File: src/rtl/pipeline_hs.sv
// pipeline_hs: 3-stage valid/ready pipeline computing F = (A+B+C-D)*D with a tag.
// Optional PIPELINE_HS_SAT_EN clamps F to [0, 2^N-1] and adds the f_sat flag.
module pipeline_hs #(
  parameter int N = 10,
  parameter int TAG_W = 4,
  localparam int OW = 2*N+3
) (
  input  logic             clk,
  input  logic             rst,
  input  logic             in_valid,
  output logic             in_ready,
  input  logic [N-1:0]     a,
  input  logic [N-1:0]     b,
  input  logic [N-1:0]     c,
  input  logic [N-1:0]     d,
  input  logic [TAG_W-1:0] in_tag,
  output logic             out_valid,
  input  logic             out_ready,
  output logic [OW-1:0]    f,
  output logic [TAG_W-1:0] out_tag,
`ifdef PIPELINE_HS_SAT_EN
  output logic             f_sat,
`endif
  output logic             busy
);

  typedef struct packed {
    logic [N:0]       p;
    logic [N+1:0]     q;
    logic [N-1:0]     d;
    logic [TAG_W-1:0] tag;
  } s1_t;

  typedef struct packed {
    logic [N+2:0]     s;
    logic [N-1:0]     d;
    logic [TAG_W-1:0] tag;
  } s2_t;

  logic v1, v2, v3;
  logic r1, r2, r3;
  s1_t  s1, s1_n;
  s2_t  s2, s2_n;

  logic [OW-1:0] s_ext;
  logic [OW-1:0] d_ext;
  logic [OW-1:0] prod;
  logic [OW-1:0] f_n;

  assign r3 = !v3 | out_ready;
  assign r2 = !v2 | r3;
  assign r1 = !v1 | r2;

  assign in_ready  = r1;
  assign out_valid = v3;
  assign busy      = v1 | v2 | v3;

  always_comb begin
    s1_n.p   = {1'b0, a} + {1'b0, b};
    s1_n.q   = {2'b00, c} - {2'b00, d};
    s1_n.d   = d;
    s1_n.tag = in_tag;
  end

  // q is signed: sign-extend it, zero-extend the unsigned p
  always_comb begin
    s2_n.s   = {2'b00, s1.p} + {s1.q[N+1], s1.q};
    s2_n.d   = s1.d;
    s2_n.tag = s1.tag;
  end

  // Product range fits OW signed bits, so an OW-wide multiply is exact
  assign s_ext = {{N{s2.s[N+2]}}, s2.s};
  assign d_ext = {{(OW-N){1'b0}}, s2.d};
  assign prod  = OW'($signed(s_ext) * $signed(d_ext));

`ifdef PIPELINE_HS_SAT_EN
  logic sat_n;

  always_comb begin
    f_n   = prod;
    sat_n = 1'b0;
    if (prod[OW-1]) begin
      f_n   = '0;
      sat_n = 1'b1;
    end else if (|prod[OW-2:N]) begin
      f_n   = {{(OW-N){1'b0}}, {N{1'b1}}};
      sat_n = 1'b1;
    end
  end

  always_ff @(posedge clk or posedge rst) begin
    if (rst) begin
      f_sat <= 1'b0;
    end else if (r3 && v2) begin
      f_sat <= sat_n;
    end
  end
`else
  assign f_n = prod;
`endif

  always_ff @(posedge clk or posedge rst) begin
    if (rst) begin
      v1 <= 1'b0;
      s1 <= '0;
    end else if (r1) begin
      v1 <= in_valid;
      if (in_valid) s1 <= s1_n;
    end
  end

  always_ff @(posedge clk or posedge rst) begin
    if (rst) begin
      v2 <= 1'b0;
      s2 <= '0;
    end else if (r2) begin
      v2 <= v1;
      if (v1) s2 <= s2_n;
    end
  end

  always_ff @(posedge clk or posedge rst) begin
    if (rst) begin
      v3      <= 1'b0;
      f       <= '0;
      out_tag <= '0;
    end else if (r3) begin
      v3 <= v2;
      if (v2) begin
        f       <= f_n;
        out_tag <= s2.tag;
      end
    end
  end

endmodule

File: config.mk
export PLATFORM = sky130hd
export DESIGN_NAME = pipeline_hs
export DESIGN_NICKNAME = d
export VERILOG_FILES = /design/src/rtl/pipeline_hs.sv
export SDC_FILE = /design/constraint.sdc
export NUM_CORES = 1
export LEC_CHECK = 0
export ABC_AREA = 1
export CAP_MARGIN = 5
export CORE_MARGIN = 1.5
export CORE_UTILIZATION = 55
export CTS_CLUSTER_SIZE = 10
export DETAILED_ROUTE_END_ITERATION = 7
export HOLD_SLACK_MARGIN = 0.02
export PLACE_DENSITY = 0.76
export SETUP_SLACK_MARGIN = 0.3
export SLEW_MARGIN = 25
export SYNTH_ARGS = -nofsm -noshare
export SYNTH_HDL_FRONTEND = slang
export SYNTH_SLANG_ARGS = --single-unit
File: constraint.sdc
create_clock -name clk -period 6.9 [get_ports clk]
set_clock_uncertainty 0.1 [all_clocks]
set_input_delay 1.725 -clock clk [delete_from_list [all_inputs] [get_ports clk]]
set_output_delay 1.725 -clock clk [all_outputs]
set_load 0.1 [all_outputs]
==> impl_metrics.sql, run 1 <==
INSERT INTO impl_metrics (metric_group, metric, value, unit) VALUES
('floorplanning', 'die_area', '20200', 'um^2'),
('clock_tree', 'cts_hold_buffers', '0', ''),
('yosys', 'share_of_the_yosys_chip_area_belonging_to_registers', '21.9', '%'),
('worst_setup_path', 'worst_setup_path_end_kind', 'output pin', ''),
('yosys', 'syn_nets', '1680', ''),
('worst_setup_path', 'critical-path-top-delay-family', 'buffers and inverters', ''),
('routing', 'drc_errors', '0', ''),
('clock_tree', 'worstSkewPairLatency', '0.36', 'ns'),
('routing', 'dr_total_vias', '8816', ''),
('yosys', 'synthesis.area_per_instance', '7.46', 'um^2'),
('worst_setup_path', 'path_class', 'in2out', ''),
('outcome', 'status', 'complete, no violations', ''),
('final_layout', 'n_antenna_cell', '0', ''),
('clock_tree', 'cts.clk_slew.worst_paths', '0.08', 'ns'),
('timing', 'portion_of_the_clock_cycle_consumed_by_the_worst_path_in_the_final_layout', '79.2', '%'),
('final_layout', 'final_util', '63.1', '%'),
('timing', 'clock.fmax', '0.183', 'GHz'),
('min_path', 'hold-path-endpoint', 's2[1]', ''),
('timing', 'tightestPinTransition', '1.01', 'ns'),
('yosys', 'synthFlopType', 'sky130_fd_sc_hd__dfrtp_1', ''),
('routing', 'route.final.wire_length', '24100', 'um'),
('clock_tree', 'clock_tree.root_cell', 'sky130_fd_sc_hd__clkbuf_16', ''),
('clock_tree', 'cts-resized-gates', '0', ''),
('worst_setup_path', 'critical_path.max_stage_delay', '1.14', 'ns'),
('placement', 'place.gp.congestion', '0.920', ''),
('worst_setup_path', 'worst_ep_required_time', '5.08', 'ns'),
('worst_setup_path', 'reg2regPathDepth', '17', ''),
('global_route', 'initial_antenna_violation_count', '0', ''),
('clock_tree', 'htree_levels', '3', ''),
('clock_tree', 'cts-buffers-inserted', '9', ''),
('clock_tree', 'clk_path_buf_depth', '2', ''),
('floorplanning', 'die_h', '142', 'um'),
('timing', 'min_period', '5.46', 'ns'),
('timing', 'hold_viol_final', '0', ''),
('final_layout', 'fillCellCount', '1709', ''),
('global_route', 'grt_overflow_total', '0', ''),
('floorplanning', 'chipWidth', '142', 'um'),
('final_layout', 'area_growth_syn_to_layout', '11.7', '%'),
('worst_setup_path', 'timing.rr.start', 'd_ext[5]', ''),
('yosys', 'ys_types', '37', ''),
('yosys', 'ys_top_cells_by_area', 'sky130_fd_sc_hd__fa_1 23%, sky130_fd_sc_hd__dfrtp_1 22%, sky130_fd_sc_hd__nand2_1 16%, sky130_fd_sc_hd__inv_1 12%, sky130_fd_sc_hd__ha_1 9.9%', ''),
('floorplanning', 'floorplan.rows', '50', ''),
('floorplanning', 'initial_core_util', '56.5', '%'),
('yosys', 'postSynthRegisterBits', '93', ''),
('worst_setup_path', 'path_buf_inv', '3', ''),
('yosys', 'syn_inst', '1427', ''),
('routing', 'wl_per_cell', '13.8', 'um'),
('worst_setup_path', 'critical_path_arrival', '3.64', 'ns'),
('yosys', 'ys.warnings.count', '0', ''),
('placement', 'count_of_port_buffers_added_during_placement', '77', ''),
('worst_setup_path', 'timing.critical_path.fanout_max', '3', ''),
('clock_tree', 'post_cts.repair.setup_buffers', '0', ''),
('worst_setup_path', 'crit_chain', 'clkdlybuf4s50_1 -> inv_1 -> nand2_1 -> nor2_2 -> nand2_2 -> clkdlybuf4s50_1', ''),
('yosys', 'synth_edf_count', '0', ''),
('timing', 'setup_violations', '0', ''),
('timing', 'rsz0062_at_grt', 'no', ''),
('min_path', 'worst_hold_path_type', 'reg2reg', ''),
('min_path', 'count_of_cells_along_the_worst_hold_path', '2', ''),
('worst_setup_path', 'reg2reg_to', 'f[21]', ''),
('min_path', 'beginning_of_the_worst_hold_path', 's1[1]', ''),
('yosys', 'synth_area_leader_cell', 'sky130_fd_sc_hd__fa_1', ''),
('job', 'max_cap_viol_count', '0', ''),
('yosys', 'yosys-top-cells-count', '465 x sky130_fd_sc_hd__nand2_1, 326 x sky130_fd_sc_hd__inv_1, 121 x sky130_fd_sc_hd__fa_1', ''),
('routing', 'drt_pass1_iterations', '5', ''),
('placement', 'preCtsSetupSlack', '1.44', 'ns'),
('placement', 'detailedPlacementHpwl', '19600', 'um'),
('yosys', 'synth_area', '10600', 'um^2'),
('worst_setup_path', 'timing.critical_path.slowest_stage_cell', 'sky130_fd_sc_hd__clkdlybuf4s50_1', ''),
('final_layout', 'finalNetCount', '1730', ''),
('floorplanning', 'coreArea', '18800', 'um^2'),
('timing', 'fin_ws', '1.44', 'ns');
cell type report:
cell class,instances,area [um^2],area share [%]
Inverter,336,1260,10.6
Clock buffer,9,225,1.90
Sequential cell,93,2330,19.6
Tap cell,260,325,2.74
Clock inverter,7,78.8,0.663
Multi-Input combinational cell,959,6880,57.9
Timing Repair Buffer,78,778,6.55
per-stage QoR:
step / std cells / area [um^2] / hold WS (ns)
5_1_grt: 1742 / 11900 / 0.394
6_report: 1742 / 11900 / 0.377
3_3_place_gp: 1726 / 11600 / 0.350
3_5_place_dp: 1726 / 11600 / 0.356
4_1_cts: 1742 / 11900 / 0.374
2_1_floorplan: 1427 / 10600 / 0.342
sequential cells by signal, summed over array words and instances, names as in the netlist:
| register | cells |
|---|---|
| d_ext | 10 |
| f | 23 |
| out_tag | 4 |
| out_valid | 1 |
| s1 | 36 |
| s2 | 17 |
| v1 | 1 |
| v2 | 1 |
cell families after synthesis:
| family | Yosys count | synth area share, % |
|---|---|---|
| muxes | 1 | 0.106 |
| DFF | 93 | 21.9 |
| and+or+nand+nor | 625 | 24.4 |
| AOI/OAI and AO/OA | 106 | 5.67 |
| xor gates and xnor gates | 22 | 1.81 |
| buffers and inverters | 375 | 13.5 |
| adders and majority gates | 205 | 32.6 |
worst register-to-register path, cell delays in order (launching register included):
cell and delay, ns:
sky130_fd_sc_hd__dfrtp_1 0.68, sky130_fd_sc_hd__nand2_1 0.28, sky130_fd_sc_hd__fa_1 0.73, sky130_fd_sc_hd__inv_1 0.13
sky130_fd_sc_hd__fa_1 0.57, sky130_fd_sc_hd__fa_1 0.44, sky130_fd_sc_hd__fa_1 0.54, sky130_fd_sc_hd__inv_1 0.06
sky130_fd_sc_hd__fa_1 0.53, sky130_fd_sc_hd__inv_1 0.05, sky130_fd_sc_hd__ha_1 0.39, sky130_fd_sc_hd__nand4_1 0.14
sky130_fd_sc_hd__nor2_1 0.17, sky130_fd_sc_hd__nand4_1 0.14, sky130_fd_sc_hd__nand3_1 0.12, sky130_fd_sc_hd__nand2_1 0.05
sky130_fd_sc_hd__nand3_1 0.06, sky130_fd_sc_hd__nand2_1 0.06
layout by cell type (no fill, tap or decap), types with 10 or more instances in the layout:
cell                              count
sky130_fd_sc_hd__clkdlybuf4s50_1     77
sky130_fd_sc_hd__nor2_1              44
sky130_fd_sc_hd__nand4_1             16
sky130_fd_sc_hd__a21oi_1             36
sky130_fd_sc_hd__nand3_1             57
sky130_fd_sc_hd__inv_1              325
sky130_fd_sc_hd__nand2_2             11
sky130_fd_sc_hd__o21ai_0             38
sky130_fd_sc_hd__dfrtp_1             93
sky130_fd_sc_hd__a31oi_1             10
sky130_fd_sc_hd__nand2_1            463
sky130_fd_sc_hd__ha_1                84
sky130_fd_sc_hd__xor2_1              13
sky130_fd_sc_hd__fa_1               121
sky130_fd_sc_hd__inv_2               10
metal layers:
| metal | up-vias | share of wire (%) | global-route usage [%] |
|---|---|---|---|
| met5 | - | 0 | 0 |
| met4 | 0 | 1.9 | 7.22 |
| met3 | 34 | 4.3 | 3.60 |
| met2 | 202 | 48 | 44.8 |
| met1 | 4235 | 46 | 35.7 |
| li1 | 4345 | - | - |
worst max-delay path by stage:
stage / end / slack (ns) / cells after the start
floorplan: f[22] / 2.00 / 18
detailed placement: in_ready / 1.44 / 6
global placement: in_ready / 1.48 / 6
finish: in_ready / 1.44 / 6
global route: f[21] / 1.18 / 17
CTS: in_ready / 1.43 / 6
Power of run 1 is left out: the tool's default activity adds up to more than one toggle a clock period on the data nets, which glitch-free logic cannot reach.
==> run 2, diff against run 1 <==
clock period = 5.1 ns   (was 6.9 ns; I/O delays follow)
==> impl_metrics.sql, run 2 (synthesis gave the netlist of run 1 again) <==
INSERT INTO impl_metrics (metric_group, metric, value, unit) VALUES
('final_layout', 'finalNetCount', '1768', ''),
('timing', 'rsz0062_at_grt', 'yes', ''),
('worst_setup_path', 'crit_chain', 'buf_6 -> nand2_2 -> fa_1 -> fa_1 -> fa_1 -> inv_1 -> fa_1 -> inv_1 -> fa_1 -> inv_1 -> ha_4 -> nand2_1 -> inv_2 -> nand2_1 -> nand2_1 -> o21bai_4 -> nand2_1 -> nand2_1 -> nand2_1 -> nand3_1 -> nand2_1', ''),
('final_layout', 'largest_register', 's1', ''),
('floorplanning', 'die_h', '142', 'um'),
('placement', 'place.gp.congestion', '0.959', ''),
('worst_setup_path', 'timing.critical_path.fanout_max', '8', ''),
('worst_setup_path', 'path_class', 'reg2reg', ''),
('floorplanning', 'io_pins', '78', ''),
('final_layout', 'area_growth_syn_to_layout', '18.9', '%'),
('worst_setup_path', 'critical_path_arrival', '4.81', 'ns'),
('timing', 'slew-limit-headroom', '32.8', '%'),
('min_path', 'worst_hold_path_type', 'reg2reg', ''),
('floorplanning', 'coreArea', '18800', 'um^2'),
('clock_tree', 'cts-buffers-inserted', '9', ''),
('global_route', 'grt_usage', '26.6', '%'),
('final_layout', 'final_cell_mix', '448 x sky130_fd_sc_hd__nand2_1, 315 x sky130_fd_sc_hd__inv_1, 111 x sky130_fd_sc_hd__fa_1, 76 x sky130_fd_sc_hd__dfrtp_1, 76 x sky130_fd_sc_hd__clkdlybuf4s50_1', ''),
('worst_setup_path', 'r2r_setup_slack', '0.43', 'ns'),
('timing', 'tightestPinTransition', '1.00', 'ns'),
('min_path', 'beginning_of_the_worst_hold_path', 's1[0]', ''),
('min_path', 'count_of_cells_along_the_worst_hold_path', '2', ''),
('timing', 'setup_violations', '0', ''),
('placement', 'detailedPlacementHpwl', '19500', 'um'),
('placement', 'placed_cell_count', '1743', ''),
('clock_tree', 'cts_hold_buffers', '0', ''),
('timing', 'hold_viol_final', '0', ''),
('worst_setup_path', 'critical-path-top-delay-family', 'adder cells', ''),
('final_layout', 'drive_gt1_share', '12.2', '%'),
('routing', 'route.final.wire_length', '25400', 'um'),
('timing', 'finalSetupTns', '0', 'ns'),
('timing', 'portion_of_the_clock_cycle_consumed_by_the_worst_path_in_the_final_layout', '91.5', '%'),
('worst_setup_path', 'setup.worst_path.end', 'f[18]', ''),
('clock_tree', 'clk_path_buf_depth', '2', ''),
('routing', 'drt_pass1_iterations', '7', ''),
('clock_tree', 'htree_levels', '3', ''),
('clock_tree', 'tritoncts_clock_tree', 'done', ''),
('final_layout', 'post_layout_nonfiller_instances', '1780', ''),
('clock_tree', 'cts.clk_slew.worst_paths', '0.07', 'ns'),
('worst_setup_path', 'stages_on_the_worst_setup_path', '21', ''),
('final_layout', 'layout_commonest_cell', 'sky130_fd_sc_hd__nand2_1', ''),
('worst_setup_path', 'reg2reg_to', 'f[18]', ''),
('routing', 'wl_per_cell', '14.3', 'um'),
('job', 'max_cap_viol_count', '0', ''),
('clock_tree', 'worstSkewPairLatency', '0.36', 'ns'),
('routing', 'antenna_violating_nets_post_route', '0', ''),
('worst_setup_path', 'worst_setup_path_end_kind', 'register', ''),
('placement', 'placed_cell_area', '11700', 'um^2'),
('worst_setup_path', 'path_buf_inv', '5', ''),
('timing', 'clock.fmax', '0.214', 'GHz'),
('worst_setup_path', 'reg2regPathDepth', '21', ''),
('global_route', 'grt_overflow_total', '0', ''),
('worst_setup_path', 'startpoint_type', 'register', ''),
('timing', 'timing_max_transition_violations_final', '0', ''),
('routing', 'dr_total_vias', '9129', ''),
('final_layout', 'largest_register_ff_count', '36', ''),
('global_route', 'first_global_vias', '9163', ''),
('floorplanning', 'floorplan.rows', '50', ''),
('placement', 'count_of_port_buffers_added_during_placement', '77', ''),
('routing', 'via_per_inst', '5.13', ''),
('worst_setup_path', 'worst_ep_required_time', '5.25', 'ns'),
('clock_tree', 'clock-sinks', '93', ''),
('clock_tree', 'clock_tree.root_cell', 'sky130_fd_sc_hd__clkbuf_16', ''),
('timing', 'min_period', '4.67', 'ns'),
('worst_setup_path', 'crit_path_from', 'd_ext[3]', ''),
('worst_setup_path', 'timing.rr.start', 'd_ext[3]', ''),
('final_layout', 'n_antenna_cell', '0', ''),
('outcome', 'status', 'complete, no violations', ''),
('floorplanning', 'initial_core_util', '56.5', '%'),
('final_layout', 'biggestRegsByFlops', 's1 x36, f x23, s2 x17', ''),
('routing', 'drc_errors', '0', ''),
('floorplanning', 'chipWidth', '142', 'um'),
('global_route', 'grt_pass1_wl', '42500', 'um'),
('routing', 'dr.first_iter.drc_count', '587', ''),
('worst_setup_path', 'timing.critical_path.slowest_stage_cell', 'sky130_fd_sc_hd__fa_1', ''),
('timing', 'hold_ws', '0.370', 'ns'),
('worst_setup_path', 'critical_path.max_stage_delay', '0.55', 'ns'),
('global_route', 'initial_antenna_violation_count', '0', ''),
('final_layout', 'final_area', '12700', 'um^2'),
('worst_setup_path', 'timing.critical_path.mode_cell', 'sky130_fd_sc_hd__nand2_1', ''),
('floorplanning', 'die_area', '20200', 'um^2'),
('global_route', 'maximum_number_of_pins_on_one_net_before_global_route_repair', '84', '');
## run 2: cell count changes in the layout (fill, tap and decap cells not counted), sizes merged
cell / previous run / this run
clkinv: 4 / 2
inv: 339 / 340
clkinvlp: 0 / 1
clkdlybuf4s50: 77 / 76
buf: 1 / 40
## run 2: worst min-delay path by stage
stage                           to
after floorplan           d_ext[0]
after global placement    d_ext[0]
after detailed placement     s2[0]
after CTS                    s2[0]
after global routing         s2[3]
final                        s2[0]
## run 2: worst register-to-register path: stages, from the launching register on
cell	delay [ns]
sky130_fd_sc_hd__dfrtp_2	0.47
sky130_fd_sc_hd__buf_6	0.16
sky130_fd_sc_hd__nand2_2	0.06
sky130_fd_sc_hd__fa_1	0.52
sky130_fd_sc_hd__fa_1	0.45
sky130_fd_sc_hd__fa_1	0.55
sky130_fd_sc_hd__inv_1	0.05
sky130_fd_sc_hd__fa_1	0.47
sky130_fd_sc_hd__inv_1	0.05
sky130_fd_sc_hd__fa_1	0.48
sky130_fd_sc_hd__inv_1	0.07
sky130_fd_sc_hd__ha_4	0.30
sky130_fd_sc_hd__nand2_1	0.07
sky130_fd_sc_hd__inv_2	0.10
sky130_fd_sc_hd__nand2_1	0.07
sky130_fd_sc_hd__nand2_1	0.09
sky130_fd_sc_hd__o21bai_4	0.14
sky130_fd_sc_hd__nand2_1	0.10
sky130_fd_sc_hd__nand2_1	0.07
sky130_fd_sc_hd__nand2_1	0.05
sky130_fd_sc_hd__nand3_1	0.09
sky130_fd_sc_hd__nand2_1	0.06
## run 2: what timing repair did
action	in CTS	in global routing
setup buffers	5	16
pin swaps	3	42
gates cloned	0	0
gates resized for setup	20	98
setup endpoints to repair	12	14
## run 2: through the flow
step	utilization [%]	setup slack [ns]
finish	67.2	0.434
global route	67.2	0.195
CTS	64.3	0.289
detailed placement	62.1	0.0127
global placement	62.1	0.134
floorplan	-	0.331
## run 2: area by class of cell
| class | count | area [um^2] |
|---|---|---|
| Clock buffer | 9 | 225 |
| Clock inverter | 7 | 77.6 |
| Sequential cell | 93 | 2350 |
| Multi-Input combinational cell | 959 | 7270 |
| Inverter | 336 | 1270 |
| Fill cell | 1541 | 6180 |
| Tap cell | 260 | 325 |
| Timing Repair Buffer | 116 | 1140 |
## run 2: metal layers
layer | vias to the layer above | part of all wire [%] | global-route usage [%]
met5 | - | 0 | 0
met4 | 0 | 2.5 | 9.44
met3 | 45 | 4.6 | 3.67
met2 | 247 | 49 | 44.4
met1 | 4407 | 44 | 35.5
li1 | 4430 | - | -
Power of run 2 is left out for the same reason.
==> run 3, diff against run 2 <==
GPL_TIMING_DRIVEN = 0   (was not set)
==> impl_metrics.sql, run 3 (synthesis gave the netlist of run 1 again) <==
INSERT INTO impl_metrics (metric_group, metric, value, unit) VALUES
('global_route', 'grt_pass1_wl', '44800', 'um'),
('placement', 'detailedPlacementHpwl', '21200', 'um'),
('floorplanning', 'chipWidth', '142', 'um'),
('final_layout', 'layout_commonest_cell', 'sky130_fd_sc_hd__nand2_1', ''),
('clock_tree', 'cts-buffers-inserted', '9', ''),
('final_layout', 'drive_gt1_share', '14.5', '%'),
('placement', 'count_of_port_buffers_added_during_placement', '77', ''),
('worst_setup_path', 'startpoint_type', 'register', ''),
('routing', 'antenna_violating_nets_post_route', '0', ''),
('worst_setup_path', 'r2r_setup_slack', '0.27', 'ns'),
('routing', 'wl_per_cell', '15.1', 'um'),
('floorplanning', 'initial_core_util', '56.5', '%'),
('routing', 'dr_total_vias', '9365', ''),
('worst_setup_path', 'worst_setup_path_end_kind', 'register', ''),
('final_layout', 'final_cell_mix', '438 x sky130_fd_sc_hd__nand2_1, 308 x sky130_fd_sc_hd__inv_1, 111 x sky130_fd_sc_hd__fa_1, 87 x sky130_fd_sc_hd__dfrtp_1, 77 x sky130_fd_sc_hd__clkdlybuf4s50_1', ''),
('timing', 'slew-limit-headroom', '34.7', '%'),
('worst_setup_path', 'critical_path_arrival', '4.98', 'ns'),
('timing', 'min_period', '4.83', 'ns'),
('timing', 'rsz0062_at_grt', 'yes', ''),
('floorplanning', 'io_pins', '78', ''),
('worst_setup_path', 'path_class', 'reg2reg', ''),
('timing', 'setup_violations', '0', ''),
('final_layout', 'largest_register', 's1', ''),
('floorplanning', 'floorplan.rows', '50', ''),
('placement', 'place.gp.congestion', '0.939', ''),
('routing', 'route.final.wire_length', '27600', 'um'),
('outcome', 'status', 'complete, no violations', ''),
('clock_tree', 'worstSkewPairLatency', '0.36', 'ns'),
('final_layout', 'final_util', '69.5', '%'),
('floorplanning', 'die_area', '20200', 'um^2'),
('final_layout', 'area_growth_syn_to_layout', '23.0', '%'),
('min_path', 'worst_hold_path_type', 'reg2reg', ''),
('global_route', 'initial_antenna_violation_count', '0', ''),
('floorplanning', 'die_h', '142', 'um'),
('global_route', 'maximum_number_of_pins_on_one_net_before_global_route_repair', '65', ''),
('final_layout', 'biggestRegsByFlops', 's1 x36, f x23, s2 x17', ''),
('timing', 'fin_ws', '0.271', 'ns'),
('worst_setup_path', 'worst_ep_required_time', '5.26', 'ns'),
('global_route', 'first_global_vias', '9421', ''),
('placement', 'preCtsSetupSlack', '-0.397', 'ns'),
('global_route', 'grt_usage', '28.2', '%'),
('timing', 'portion_of_the_clock_cycle_consumed_by_the_worst_path_in_the_final_layout', '94.7', '%'),
('routing', 'via_per_inst', '5.14', ''),
('timing', 'tightestPinTransition', '0.976', 'ns'),
('job', 'max_cap_viol_count', '0', ''),
('routing', 'drt_pass1_iterations', '5', ''),
('clock_tree', 'clock-sinks', '93', ''),
('placement', 'placed_cell_area', '11800', 'um^2'),
('clock_tree', 'cts.clk_slew.worst_paths', '0.07', 'ns'),
('final_layout', 'n_antenna_cell', '0', ''),
('timing', 'hold_viol_final', '0', ''),
('final_layout', 'finalNetCount', '1810', ''),
('floorplanning', 'coreArea', '18800', 'um^2'),
('timing', 'hold_ws', '0.372', 'ns'),
('worst_setup_path', 'timing.critical_path.fanout_max', '5', ''),
('clock_tree', 'clock_tree.root_cell', 'sky130_fd_sc_hd__clkbuf_16', ''),
('global_route', 'grt_overflow_total', '0', ''),
('timing', 'timing_max_transition_violations_final', '0', ''),
('clock_tree', 'clk_path_buf_depth', '2', ''),
('timing', 'clock.fmax', '0.207', 'GHz'),
('clock_tree', 'tritoncts_clock_tree', 'done', ''),
('final_layout', 'largest_register_ff_count', '36', ''),
('routing', 'drc_errors', '0', ''),
('routing', 'dr.first_iter.drc_count', '554', ''),
('final_layout', 'final_area', '13100', 'um^2'),
('clock_tree', 'cts_hold_buffers', '0', ''),
('clock_tree', 'htree_levels', '3', '');
==> run 3: final timing paths <==
path	start	cells after the start	to
max	d_ext[3]	20	f[21]
min	s1[12]	2	d_ext[8]
max reg2reg	d_ext[3]	20	f[21]
min reg2reg	s1[12]	2	d_ext[8]
max in group asynchronous	rst	3	d_ext[7]
min in group asynchronous	rst	2	s1[2]
==> run 3: what timing repair did <==
item,CTS,global route
cloned,1,1
pin swaps,21,77
gates resized for setup,78,114
setup buffers,19,20
endpoints found under the setup margin,15,13
==> run 3: layout make-up <==
| class | instances | area (um^2) |
|---|---|---|
| Buffer | 39 | 317 |
| Clock buffer | 9 | 225 |
| Clock inverter | 7 | 105 |
| Fill cell | 1506 | 5740 |
| Inverter | 336 | 1270 |
| Multi-Input combinational cell | 959 | 7340 |
| Sequential cell | 93 | 2330 |
| Tap cell | 260 | 325 |
| Timing Repair Buffer | 119 | 1160 |
==> run 3: layer usage <==
layer  track usage (%)  vias up  part of all wire [%]
li1                  -     4518                     -
met1              37.7     4498                    43
met2              48.2      302                    50
met3              3.43       47                   5.1
met4              8.90        0                   2.1
met5                 0        -                     0
==> run 3: per-stage QoR <==
step	TNS, ns	instances
6_report	0	1822
3_3_place_gp	-15.09	1764
4_1_cts	0	1801
5_1_grt	0	1822
2_1_floorplan	0	1427
3_5_place_dp	-2.56	1765
==> run 3: worst max-delay path: stages (launching register included) <==
cell and delay [ns]:
sky130_fd_sc_hd__dfrtp_2 0.51, sky130_fd_sc_hd__buf_8 0.17, sky130_fd_sc_hd__nand2_2 0.06, sky130_fd_sc_hd__fa_1 0.54, sky130_fd_sc_hd__inv_1 0.06, sky130_fd_sc_hd__fa_1 0.52, sky130_fd_sc_hd__fa_1 0.46, sky130_fd_sc_hd__fa_1 0.49
sky130_fd_sc_hd__inv_1 0.05, sky130_fd_sc_hd__fa_1 0.48, sky130_fd_sc_hd__inv_1 0.07, sky130_fd_sc_hd__ha_4 0.28, sky130_fd_sc_hd__nand2_2 0.08, sky130_fd_sc_hd__inv_2 0.09, sky130_fd_sc_hd__nand2_1 0.09, sky130_fd_sc_hd__nor2_2 0.15
sky130_fd_sc_hd__nand4_1 0.20, sky130_fd_sc_hd__nand3_1 0.15, sky130_fd_sc_hd__nand2_1 0.06, sky130_fd_sc_hd__nand3_1 0.07, sky130_fd_sc_hd__nand2_1 0.05
Power of run 3 is left out for the same reason.
